<file path="src/rtl/alu_pkg.sv">
// rtl/alu_pkg.sv - shared datapath width, ALU opcodes and issue FSM encoding
package alu_pkg;

  localparam int BITS = 8;

  localparam logic [2:0] OP_ADD = 3'b000;
  localparam logic [2:0] OP_SUB = 3'b001;
  localparam logic [2:0] OP_AND = 3'b010;
  localparam logic [2:0] OP_OR  = 3'b011;
  localparam logic [2:0] OP_SLT = 3'b101;

  typedef enum logic [1:0] {
    ST_IDLE = 2'd0,
    ST_OPER = 2'd1,
    ST_EXEC = 2'd2,
    ST_DONE = 2'd3
  } state_e;

  function automatic logic op_legal(input logic [2:0] op);
    return (op == OP_ADD) || (op == OP_SUB) || (op == OP_AND) ||
           (op == OP_OR)  || (op == OP_SLT);
  endfunction

endpackage

</file>
<file path="src/rtl/regfile_4x8.sv">
// rtl/regfile_4x8.sv - register file, two operand read ports, debug read, one write port
module regfile_4x8 #(
  parameter int BITS  = 8,
  parameter int NREGS = 4,
  localparam int IW   = $clog2(NREGS)
) (
  input  logic            clk,
  input  logic            rst,
  input  logic            we,
  input  logic [IW-1:0]   waddr,
  input  logic [BITS-1:0] wdata,
  input  logic [IW-1:0]   raddr1,
  input  logic [IW-1:0]   raddr2,
  input  logic [IW-1:0]   dbg_sel,
  output logic [BITS-1:0] rdata1,
  output logic [BITS-1:0] rdata2,
  output logic [BITS-1:0] dbg_data
);

  logic [BITS-1:0] regs_q [NREGS];
  logic [BITS-1:0] regs_d [NREGS];

  always_comb begin
    regs_d = regs_q;
    if (we) regs_d[waddr] = wdata;
  end

  always_ff @(posedge clk) begin
    if (rst) begin
      for (int i = 0; i < NREGS; i++) regs_q[i] <= '0;
    end else begin
      regs_q <= regs_d;
    end
  end

  assign rdata1   = regs_q[raddr1];
  assign rdata2   = regs_q[raddr2];
  assign dbg_data = regs_q[dbg_sel];

endmodule

</file>
<file path="src/rtl/alu_issue_ctrl.sv">
// rtl/alu_issue_ctrl.sv - single-issue controller: latch, read operands, execute, retire
module alu_issue_ctrl
  import alu_pkg::*;
#(
  parameter int BITS  = alu_pkg::BITS,
  parameter int NREGS = 4
) (
  input  logic            clk,
  input  logic            rst,
  input  logic [15:0]     instr,
  input  logic            instr_valid,
  output logic            instr_ready,
  output logic [BITS-1:0] alu_a,
  output logic [BITS-1:0] alu_b,
  output logic [2:0]      alu_opcode,
  input  logic [BITS-1:0] alu_r,
  input  logic            alu_zero,
  output logic            done,
  output logic            err,
  output logic [BITS-1:0] result,
  output logic            zflag,
  input  logic [1:0]      dbg_sel,
  output logic [BITS-1:0] dbg_data
);

  state_e          state_q, state_d;
  logic [15:0]     instr_q, instr_d;
  logic [BITS-1:0] alu_a_q, alu_a_d;
  logic [BITS-1:0] alu_b_q, alu_b_d;
  logic [2:0]      alu_op_q, alu_op_d;
  logic [BITS-1:0] result_q, result_d;
  logic            zflag_q, zflag_d;
  logic            done_q, done_d;
  logic            err_q, err_d;
  logic            rf_we;
  logic [BITS-1:0] rs1_data, rs2_data;

  wire [2:0] op_f    = instr_q[15:13];
  wire       imm_sel = instr_q[12];

  regfile_4x8 #(
    .BITS  (BITS),
    .NREGS (NREGS)
  ) u_regfile (
    .clk      (clk),
    .rst      (rst),
    .we       (rf_we),
    .waddr    (instr_q[11:10]),
    .wdata    (alu_r),
    .raddr1   (instr_q[9:8]),
    .raddr2   (instr_q[1:0]),
    .dbg_sel  (dbg_sel),
    .rdata1   (rs1_data),
    .rdata2   (rs2_data),
    .dbg_data (dbg_data)
  );

  always_comb begin
    state_d  = state_q;
    instr_d  = instr_q;
    alu_a_d  = alu_a_q;
    alu_b_d  = alu_b_q;
    alu_op_d = alu_op_q;
    result_d = result_q;
    zflag_d  = zflag_q;
    done_d   = 1'b0;
    err_d    = 1'b0;
    rf_we    = 1'b0;
    case (state_q)
      ST_IDLE: begin
        if (instr_valid) begin
          instr_d = instr;
          state_d = ST_OPER;
        end
      end
      ST_OPER: begin
        alu_a_d  = rs1_data;
        alu_b_d  = imm_sel ? BITS'(instr_q[7:0]) : rs2_data;
        alu_op_d = op_f;
        state_d  = ST_EXEC;
      end
      ST_EXEC: begin
        // illegal ops retire with err and leave all architectural state alone
        if (op_legal(op_f)) begin
          rf_we    = 1'b1;
          result_d = alu_r;
          zflag_d  = alu_zero;
        end else begin
          err_d = 1'b1;
        end
        done_d  = 1'b1;
        state_d = ST_DONE;
      end
      default: state_d = ST_IDLE;
    endcase
  end

  always_ff @(posedge clk) begin
    if (rst) begin
      state_q  <= ST_IDLE;
      instr_q  <= '0;
      alu_a_q  <= '0;
      alu_b_q  <= '0;
      alu_op_q <= OP_ADD;
      result_q <= '0;
      zflag_q  <= 1'b0;
      done_q   <= 1'b0;
      err_q    <= 1'b0;
    end else begin
      state_q  <= state_d;
      instr_q  <= instr_d;
      alu_a_q  <= alu_a_d;
      alu_b_q  <= alu_b_d;
      alu_op_q <= alu_op_d;
      result_q <= result_d;
      zflag_q  <= zflag_d;
      done_q   <= done_d;
      err_q    <= err_d;
    end
  end

  assign instr_ready = (state_q == ST_IDLE) && !rst;
  assign alu_a       = alu_a_q;
  assign alu_b       = alu_b_q;
  assign alu_opcode  = alu_op_q;
  assign result      = result_q;
  assign zflag       = zflag_q;
  assign done        = done_q;
  assign err         = err_q;

endmodule
</file>
<file path="config.mk">
export PLATFORM = sky130hd
export DESIGN_NAME = alu_issue_ctrl
export DESIGN_NICKNAME = d
export VERILOG_FILES = /design/src/rtl/alu_pkg.sv /design/src/rtl/regfile_4x8.sv /design/src/rtl/alu_issue_ctrl.sv
export SDC_FILE = /design/constraint.sdc
export NUM_CORES = 1
export LEC_CHECK = 0
export CAP_MARGIN = 20
export CORE_MARGIN = 8
export CORE_UTILIZATION = 30
export CTS_CLUSTER_DIAMETER = 50
export DETAILED_ROUTE_END_ITERATION = 12
export PLACE_DENSITY_LB_ADDON = 0.25
export REMOVE_ABC_BUFFERS = 1
export SETUP_SLACK_MARGIN = 0.3
export SYNTH_ARGS = -nofsm -noshare
export SYNTH_HDL_FRONTEND = slang
export SYNTH_SLANG_ARGS = --single-unit
</file>
<file path="constraint.sdc">
create_clock -name clk -period 1.9 [get_ports clk]
set_clock_uncertainty 0.15 [all_clocks]
set_input_delay 0.38 -clock clk [delete_from_list [all_inputs] [get_ports clk]]
set_output_delay 0.38 -clock clk [all_outputs]
set_load 0.02 [all_outputs]
</file>
==> reports/results.tsv <==
metric	value	unit
gp_congestion	0.7987	
setup_viol	0	
avgSynthCellArea	9.982	um2
synth_edf_count	0	
fin_hold_ws	0.3102	ns
drt-pass1-iter-count	4	
synthArstFlopShare	0	
routedWlPerCell	16.71	um
vias	2968	
drt_iter0_drc	159	
die_area	0.01566	mm2
cts_buffers	9	
clk_pin_slew	0.06	ns
reg2reg_from	state_q[1]	
placementRows	40	
hold_viol_final	0	
nFillCells	1146	
final_antenna_net_count	0	
vdd_drop_max	0.3707	mV
io_pins	69	
die_h	125.1	um
end_kind	primary output	
n_antenna_cell	0	
placed_area	0.004798	mm2
worst_pin_slew	0.4412	ns
powerDensity	898.4	mW/mm2
status	finished clean	
max_freq	548.7	MHz
grt_first_pass_wirelength	16.92	mm
numClockSinks	80	
worst_slack	0.07764	ns
grt_max_degree	80	
crit_start	u_regfile.regs_q[7]	
synth.top_cell.area_share	0.4482	
antenna_found_initial	0	
die_w	125.1	um
vias_per_cell	4.726	
reg2regPathDepth	8	
post-dp-hpwl	7.432	mm
layout.cells.non_filler	628	
ctsRootBufferMaster	clkbuf_16	
startpoint_type	flip-flop	
routed_wl	10.49	mm
fin_crit_sh	0.9591	
cts.path.max_buffers	2	
power.leakage	2.073	nW
power	4.731	mW
min_path_type	flip-flop to flip-flop	
dominantRegCellSynth	dfxtp_1	
post-route-cell-area	0.005266	mm2
path_class	flip-flop to primary output	
cts_tree	yes	
first_global_vias	3150	
h-tree-depth	3	
synth-seq-cells	80	
synth_area_leader_cell	dfxtp_1	
track_usage	0.1369	
clk_latency	0.34	ns
synth.distinct_cells	26	
r2r_setup_slack	0.23	ns
final_util	0.4459	
r2r_end	u_regfile.regs_q[16]	
rsz0062_at_grt	yes	
core-area	0.01181	mm2
crit_path_end	dbg_data[7]	
synth_area_leaders	dfxtp_1 45%, mux2i_1 19%, mux4_2 10%, nor2_1 6.4%, nand2_1 4.1%	
cts_hold_buf	0	
syn_area	0.003573	mm2
drive_above_1_share	0.2890	
initial_utilization	0.3025	
grt-ovfl-total	0	
drv_cap	0	
synthCells	358	
drcViolationCount	0	
ys_seq_area_frac	0.4482	
layout.nets	510	
yosys_warnings	0	
crit_required	1.37	ns
setup-tns-final	0	ns
post-place-cells	607	
worst_ep_arrival_time	1.29	ns
io_buffer_count	68	
area_delta_synth_final	47.37	%
period_minus_slack	1.822	ns
slew_headroom	0.7055	
maxSlewViolCount	0	
crit_fanout	2	
dpl_worst_slack	-0.7568	ns
## Yosys cell counts (2+ instances only)
master,count
a21oi_1,17
a21oi_2,3
a311oi_1,2
buf_1,3
buf_2,4
clkbuf_1,18
dfxtp_1,80
ha_1,4
inv_1,3
mux2i_1,69
mux4_2,16
nand2_1,39
nand2b_1,3
nand3b_1,2
nor2_1,61
nor2b_1,4
o21ai_0,16
o22ai_1,6
## routing by layer
layer / GRT usage / wire [um] / part of all wire / vias to the layer above
met5: 0 / 0 / 0 / -
met4: 0.05802 / 194 / 0.018 / 0
met3: 0.03612 / 398 / 0.038 / 12
met2: 0.2234 / 4966 / 0.47 / 49
met1: 0.1670 / 4935 / 0.47 / 1430
li1: - / - / - / 1477
## cells in the final DEF, fill, tap and decap left out, types with 9 or more instances in the layout
cell,Yosys,final
nor2_1,61,61
buf_6,1,24
dlygate4sd2_1,0,25
mux2i_1,69,66
nand2_1,39,39
clkbuf_16,0,9
mux4_2,16,16
o21ai_0,16,16
dfxtp_1,80,70
dfxtp_2,0,10
clkdlybuf4s50_1,0,26
buf_4,0,49
a21oi_1,17,16
## what timing repair did
action / in CTS / in global routing
setup buffers: 4 / 1
pin swaps: 4 / 11
resized for setup: 120 / 22
endpoints found under the setup margin: 92 / 65
## critical path, stage by stage (launching register included)
cell and delay (ns):
dfxtp_1 0.31, mux4_2 0.49, buf_6 0.15
## where the power goes
group          internal [mW]  switching [mW]
clock network           1.18           0.692
registers               1.79          0.0782
logic                  0.488           0.508
total                   3.45            1.28
## worst min-delay path by stage
stage	from	end	slack, ns	cells after the start
2_1_floorplan	instr_q[2]	instr_q[2]	0.28	2
3_3_place_gp	instr_q[3]	instr_q[3]	0.30	2
3_5_place_dp	instr_q[7]	instr_q[7]	0.31	2
4_1_cts	instr_q[2]	instr_q[2]	0.32	2
5_1_grt	instr_q[6]	instr_q[6]	0.33	2
6_report	instr_q[2]	instr_q[2]	0.31	2
## state kept, by name, indices dropped and copies added, names as in the netlist
register and count:
alu_a 8, alu_b 8, alu_opcode 3, done 1
err 1, instr_q 16, result 8, state_q 2
u_regfile.regs_q 32, zflag 1
## cell families after synthesis
logic type	after synthesis	synth area share
AO/OA/AOI/OAI	47	0.08124
adder cells (fa/ha/maj)	4	0.01401
buffers and inverters	29	0.03396
flip-flops	80	0.4482
multiplexers	85	0.2941
AND/OR/NAND/NOR	113	0.1285
## area by class of cell
class	instances	area, um2	share of cell area
multi-input combinational	249	1923	0.3652
sequential	80	1614	0.3065
timing repair buffer	133	1207	0.2293
clock buffer	10	239.0	0.04538
tap	147	183.9	0.03493
clock inverter	6	82.58	0.01568
inverter	3	16.27	0.003089
(Power assumes the default switching activity.)
